## src/rtl/piso_tx_if.sv

```systemverilog
// Handshake and serial-output bundle for piso_tx: word load on one side, serial bit stream on the other.
interface piso_tx_if #(
  parameter int WIDTH = 8
);
  logic [WIDTH-1:0] in;
  logic             load_valid;
  logic             load_ready;
  logic             sout;
  logic             sout_valid;
  logic             sout_first;
  logic             sout_last;

  modport master (
    output in, load_valid,
    input  load_ready, sout, sout_valid, sout_first, sout_last
  );

  modport slave (
    input  in, load_valid,
    output load_ready, sout, sout_valid, sout_first, sout_last
  );
endinterface

```

## src/rtl/piso_tx.sv

```systemverilog
// Parallel-in serial-out transmitter with framing flags; back-to-back frames reload on the last bit.
// Optional even-parity trailer bit enabled by defining PIS_TX_PARITY_EN.
module piso_tx #(
  parameter int WIDTH     = 8,
  parameter bit MSB_FIRST = 1'b1
) (
  input logic       clock,
  input logic       reset,
  piso_tx_if.slave  bus
);

`ifdef PIS_TX_PARITY_EN
  localparam int FRAME = WIDTH + 1;
`else
  localparam int FRAME = WIDTH;
`endif
  localparam int CNT_W = $clog2(FRAME);

  typedef enum logic {IDLE, SHIFT} state_t;

  state_t           state_q, state_d;
  logic [WIDTH-1:0] sr_q;
  logic [CNT_W-1:0] cnt_q;
  logic             accept;
  logic             last_bit;
  logic             load_ready;
  logic             tx_bit;
`ifdef PIS_TX_PARITY_EN
  logic             par_q;
`endif

  function automatic logic [WIDTH-1:0] shift_out(input logic [WIDTH-1:0] v);
    return MSB_FIRST ? {v[WIDTH-2:0], 1'b0} : {1'b0, v[WIDTH-1:1]};
  endfunction

  function automatic logic head_bit(input logic [WIDTH-1:0] v);
    return MSB_FIRST ? v[WIDTH-1] : v[0];
  endfunction

  assign last_bit = (state_q == SHIFT) && (cnt_q == CNT_W'(FRAME - 1));
  assign accept   = bus.load_valid && load_ready;

`ifdef PIS_TX_PARITY_EN
  // Data bits are exhausted at count WIDTH; the held parity bit goes out instead.
  assign tx_bit = (cnt_q == CNT_W'(WIDTH)) ? par_q : head_bit(sr_q);
`else
  assign tx_bit = head_bit(sr_q);
`endif

  always_ff @(posedge clock or posedge reset) begin
    if (reset) state_q <= IDLE;
    else       state_q <= state_d;
  end

  always_comb begin
    state_d    = state_q;
    load_ready = 1'b0;
    case (state_q)
      IDLE: begin
        // Reset forces the state asynchronously; ready must also drop while it is held.
        load_ready = !reset;
        if (accept) state_d = SHIFT;
      end
      SHIFT: begin
        if (last_bit) begin
          load_ready = 1'b1;
          state_d    = bus.load_valid ? SHIFT : IDLE;
        end
      end
      default: state_d = IDLE;
    endcase
  end

  always_ff @(posedge clock or posedge reset) begin
    if (reset) begin
      sr_q  <= '0;
      cnt_q <= '0;
`ifdef PIS_TX_PARITY_EN
      par_q <= 1'b0;
`endif
    end else if (accept) begin
      sr_q  <= bus.in;
      cnt_q <= '0;
`ifdef PIS_TX_PARITY_EN
      par_q <= ^bus.in;
`endif
    end else if ((state_q == SHIFT) && !last_bit) begin
      sr_q  <= shift_out(sr_q);
      cnt_q <= cnt_q + CNT_W'(1);
    end
  end

  assign bus.load_ready = load_ready;
  assign bus.sout       = (state_q == SHIFT) && tx_bit;
  assign bus.sout_valid = (state_q == SHIFT);
  assign bus.sout_first = (state_q == SHIFT) && (cnt_q == '0);
  assign bus.sout_last  = last_bit;

endmodule

```

## src/flat_wrapper.sv

```systemverilog
// flat-port wrapper written by rule: the top's interface ports become plain ports
module piso_tx_flat 
#(
  parameter int WIDTH     = 8,
  parameter bit MSB_FIRST = 1'b1
)
  (clock, reset, bus_in, bus_load_valid, bus_load_ready, bus_sout, bus_sout_valid, bus_sout_first, bus_sout_last);
  piso_tx_if #(.WIDTH(WIDTH)) bus_i ();
  input logic clock;
  input logic reset;
  input wire logic [$bits(bus_i.in)-1:0] bus_in;
  input wire logic [$bits(bus_i.load_valid)-1:0] bus_load_valid;
  output wire logic [$bits(bus_i.load_ready)-1:0] bus_load_ready;
  output wire logic [$bits(bus_i.sout)-1:0] bus_sout;
  output wire logic [$bits(bus_i.sout_valid)-1:0] bus_sout_valid;
  output wire logic [$bits(bus_i.sout_first)-1:0] bus_sout_first;
  output wire logic [$bits(bus_i.sout_last)-1:0] bus_sout_last;
  assign bus_i.in = bus_in;
  assign bus_i.load_valid = bus_load_valid;
  assign bus_load_ready = bus_i.load_ready;
  assign bus_sout = bus_i.sout;
  assign bus_sout_valid = bus_i.sout_valid;
  assign bus_sout_first = bus_i.sout_first;
  assign bus_sout_last = bus_i.sout_last;
  piso_tx #(.WIDTH(WIDTH), .MSB_FIRST(MSB_FIRST)) u_core (.clock(clock), .reset(reset), .bus(bus_i));
endmodule
```

## config.mk

```make
export PLATFORM = sky130hd
export DESIGN_NAME = piso_tx_flat
export DESIGN_NICKNAME = d
export VERILOG_FILES = /design/src/rtl/piso_tx_if.sv /design/src/rtl/piso_tx.sv /design/src/flat_wrapper.sv
export SDC_FILE = /design/constraint.sdc
export NUM_CORES = 1
export LEC_CHECK = 0
export CAP_MARGIN = 20
export CORE_MARGIN = 3
export CORE_UTILIZATION = 43
export CTS_BUF_LIST = sky130_fd_sc_hd__clkbuf_4 sky130_fd_sc_hd__clkbuf_8
export DETAILED_ROUTE_END_ITERATION = 8
export GPL_TIMING_DRIVEN = 0
export PLACE_DENSITY = 0.74
export RECOVER_POWER = 25
export REMOVE_ABC_BUFFERS = 1
export SYNTH_ARGS = -nofsm -noshare
export SYNTH_HDL_FRONTEND = slang
export SYNTH_SLANG_ARGS = --single-unit
```

## constraint.sdc

```tcl
create_clock -name clock -period 1.75 [get_ports clock]
set_clock_uncertainty 0.2 [all_clocks]
set_input_delay 0.525 -clock clock [delete_from_list [all_inputs] [get_ports clock]]
set_output_delay 0.525 -clock clock [all_outputs]
set_load 0.005 [all_outputs]
```

# Word-level counts from Yosys, hierarchy flattened
# Index checks and enable logic that the tools add are counted.
# Widths: inputs -> output; s select.
# op_classes
shift	0
n_mul	0
eq_ne	1
div_mod_pow	0
n_bitwise	1
n_reduce_logical	9
n_addsub	1
order_cmp	0
mux	10
# op_table
cell	n
$mux 8	2
$mux 3	2
$logic_and 1x1->1	5
$mux 1	4
$pmux 1 s2	2
$add 3x1->3 const B	1
$eq 3x3->1 const B	1
$logic_not 3->1	1
$logic_not 1->1	2
$reduce_bool 2->1	1
$not 1->1	1
# word_totals
ram_bits	0
input_bits	11
wordCells	25
latch_bits	0
register_bits	12
mem_count	0
romBits	0
out_inout_bits	5

# Depth between registers and ports, before layout
# logic_depth
word_depth	7
ltp_mapped	6
depth_no_buf	5

# Worst setup path before layout
# Ideal clock, no wire load.
# synth_timing
path_kind	register to output
from	register u_core.cnt_q[0]
to	output bus_load_ready
path_buffers	1
t_required_ns	1.025
slack_ns	-0.186
arrival_time_ns	1.211
stages_incl_launch_ff	6
path_cell_list	dfrtp_1 -> ha_1 -> ha_1 -> and2b_4 -> buf_2 -> a21oi_1
# synth_between
elab_chain_len	4
# synth_lines
element	line_no	text
start, declared	piso_tx.sv:23	logic [CNT_W-1:0] cnt_q;
start signal, assigned	piso_tx.sv:89	cnt_q <= cnt_q + CNT_W'(1);
$eq 3x3->1	piso_tx.sv:40	assign last_bit = (state_q == SHIFT) && (cnt_q == CNT_W'(FRAME - 1));
$logic_and 1x1->1	piso_tx.sv:40	
$mux 1	piso_tx.sv:65	if (last_bit) begin
$pmux 1 s2	piso_tx.sv:58	case (state_q)
end, declared	flat_wrapper.sv:13	output wire logic [$bits(bus_i.load_ready)-1:0] bus_load_ready;
# Every way passes these cells.

# Worst setup path in the final report
# Same ends and word-level chain as after synthesis.

==> impl_metrics.json <==
{
  "drc": 0,
  "worst-slew-pin-transition_ns": 0.525,
  "area_growth_pct": 49.6,
  "cts-buffers-inserted": 3,
  "synth_adder_area_share": 0.0625,
  "synth_compound_area_frac": 0.225,
  "fp.dieArea_sq_um": 1880,
  "synthMuxAreaShare": 0,
  "worst-path-max-fanout": 2,
  "drive_above_1_share": 0.380,
  "slew_viol_final": 0,
  "fin_crit_ns": 2.16,
  "die_height_um": 43.4,
  "first_pass_iters": 4,
  "grt_max_degree": 13,
  "grt_pass1_vias": 454,
  "worst_slack_ns": -0.406,
  "path_class": "reg -> out",
  "synth_top_family_by_area": "compound AO/OA/AOI/OAI gates",
  "syn_area_sq_um": 601,
  "yosysUniqueCellTypes": 17,
  "setup.worst_path.end_class": "output port",
  "clk_pin_slew_ns": 0.07,
  "postLayoutCoreUtil": 0.748,
  "yosys-top-cells-count": "dfrtp_1, inv_1, o221a_1",
  "synthCells": 54,
  "start_kind": "flip-flop",
  "r2r_cells": 6,
  "yosysWarnings": 0,
  "dp_hpwl_um": 787,
  "numPlacedInstances": 81,
  "hold_buffers": 0,
  "avgSynthCellArea_sq_um": 11.1,
  "yosys.cell_count.top_type": "dfrtp_1",
  "htree_levels": 1,
  "p_clk_frac": 0.109,
  "p_seq_frac": 0.319,
  "synth_top_area_frac": 0.500,
  "fmax_ghz": 0.464,
  "p_int_mw": 0.993,
  "reg2reg_from": "u_core.cnt_q[0]",
  "wl_per_cell_um": 14.0,
  "switching_power_mw": 0.514,
  "n_fill_cell": 83,
  "port_buffers": 15,
  "vias_per_cell": 5.41,
  "core_sq_um": 1200,
  "arrival_ns": 1.43,
  "drv_cap": 0,
  "hold_viol_final": 0,
  "min_period_over_period": 1.23,
  "grt-ovfl-total": 0,
  "boundaryPins": 16,
  "ant_nets": 0,
  "rsz0062_at_grt": "yes",
  "track_usage": 0.144,
  "ys_top_cells_by_area": "dfrtp_1, o221a_1, ha_1",
  "power_density_nw_per_um2": 1680,
  "crit_path_end": "bus_load_ready",
  "diodes": 0,
  "synth-seq-cells": 12,
  "finalSetupTns_ns": -3.25,
  "fin_area_sq_um": 898,
  "synth_ff_type": "dfrtp_1",
  "fin_cells": 93,
  "required_ns": 1.02,
  "synth_edf_count": 0,
  "r2r_setup_slack_ns": -0.22,
  "async_flop_share": 1.00,
  "seq_area_sq_um": 300,
  "clock_sinks": 12,
  "ys_seq_area_frac": 0.500,
  "yosys.area.top_type": "dfrtp_1",
  "place_area_sq_um": 758,
  "hold_class": "reg -> reg",
  "start_util": 0.500,
  "outcome": "complete, but fails checks",
  "finalPower_mw": 1.51,
  "antenna_found_initial": 0,
  "grt_pass1_wl_um": 1980,
  "path_cells": "ha_2 > ha_4 > and2b_4 > a21oi_2 > buf_2",
  "cp_slowest_stage_delay_ns": 0.40,
  "ir_drop_mv": 0.704,
  "cts_root_buf": "clkbuf_4",
  "r2r_end": "u_core.sr_q[3]",
  "first_iter_violations": 6,
  "cts_tree": "done",
  "vias": 503,
  "cts_buffer_depth": 2,
  "setup_violations": 16,
  "yosys.area_share.simple": 0.146,
  "die_width_um": 43.4,
  "p_leak_nw": 0.415,
  "nets": 95,
  "relSlewSlack": 0.650,
  "pre_cts_ws_ns": -0.653,
  "num_rows": 12,
  "violations": "negative setup slack",
  "netSwitchingFraction": 0.341,
  "gp_congestion": 0.698,
  "crit_slowest_cell": "dfrtp_1",
  "wl_um": 1300,
  "clk-insertion-delay-late_ns": 0.26,
  "multi_input_area_sq_um": 308,
  "cp-startpoint": "u_core.cnt_q[0]",
  "comb_power_share": 0.572,
  "holdWs_ns": 0.354,
  "synthXorXnorAreaFrac": 0
}
how the worst min path moves through the flow:
| stage | cells after the start | end | start |
|---|---|---|---|
| after floorplan | 1 | u_core.bus.sout_valid | reset |
| after global placement | 1 | u_core.sr_q[6] | u_core.sr_q[6] |
| after detailed placement | 2 | u_core.sr_q[0] | u_core.sr_q[0] |
| after CTS | 1 | u_core.sr_q[5] | u_core.sr_q[5] |
| after global routing | 1 | u_core.sr_q[5] | u_core.sr_q[5] |
| final | 1 | u_core.sr_q[4] | u_core.sr_q[4] |
area by class of cell:
cell class / instances / share of cell area
Clock buffer: 3 / 0.0251
Sequential cell: 12 / 0.334
Timing Repair Buffer: 24 / 0.240
Inverter: 8 / 0.0390
Tap cell: 14 / 0.0195
Multi-Input combinational cell: 32 / 0.343
power groups by stage:
| stage | clock [mW] | sequential, mW | combinational, mW |
|---|---|---|---|
| 2_1_floorplan | 0 | 0.462 | 0.426 |
| 3_3_place_gp | 0 | 0.475 | 0.611 |
| 3_5_place_dp | 0 | 0.480 | 0.632 |
| 4_1_cts | 0.173 | 0.471 | 0.702 |
| 5_1_grt | 0.189 | 0.492 | 0.960 |
| 6_report | 0.164 | 0.480 | 0.863 |
kinds of logic (layout without fill, tap and decap cells):
kind of cell               count (synthesis)  count (layout)
AOI/OAI and AO/OA                         14              14
buffers and inverters                     10              35
DFF                                       12              12
and+or+nand+nor                           15              15
adders and majority gates                  3               3
timing repair:
action | 4_1_cts | 5_1_grt
pin swaps | 1 | 1
resized for setup | 21 | 11
setup buffers | 6 | 4
endpoints found under the setup margin | 16 | 15
worst max-delay path, delay by kind of cell, from the launching register on:
kind | cells | cell delay [ns]
flops | 1 | 0.40
compound gates | 1 | 0.03
fa+ha+maj | 2 | 0.37
simple gates | 1 | 0.25
buf+inv | 1 | 0.13
placed cells by master (no fill, tap or decap):
cell type        netlist  final
a211o_4                1      1
a21oi_2                0      1
and2_4                 0      2
and2b_4                1      1
and3_4                 0      1
buf_2                  2      1
buf_4                  0      9
buf_6                  0      2
clkbuf_4               0      3
clkdlybuf4s15_2        0      1
clkdlybuf4s50_1        0     10
dfrtp_1               12     12
dlygate4sd2_1          0      1
ha_2                   0      1
ha_4                   0      2
inv_1                  7      5
inv_2                  1      1
inv_4                  0      2
nand2_1                4      4
nand2b_1               6      6
nor2b_1                1      1
o21ai_0                3      3
o221a_1                7      7
o22ai_2                1      2
state kept, by name, summed over array words and instances (netlist names):
register	flops
u_core.sr_q	8
u_core.bus.sout_valid	1
u_core.cnt_q	3
layer usage:
| metal | global-route usage | share of wire |
|---|---|---|
| met1 | 0.194 | 0.42 |
| met2 | 0.204 | 0.50 |
| met3 | 0.0498 | 0.068 |
| met4 | 0.0723 | 0.0069 |
| met5 | 0 | 0 |
Power figures use the tool's default switching activity.
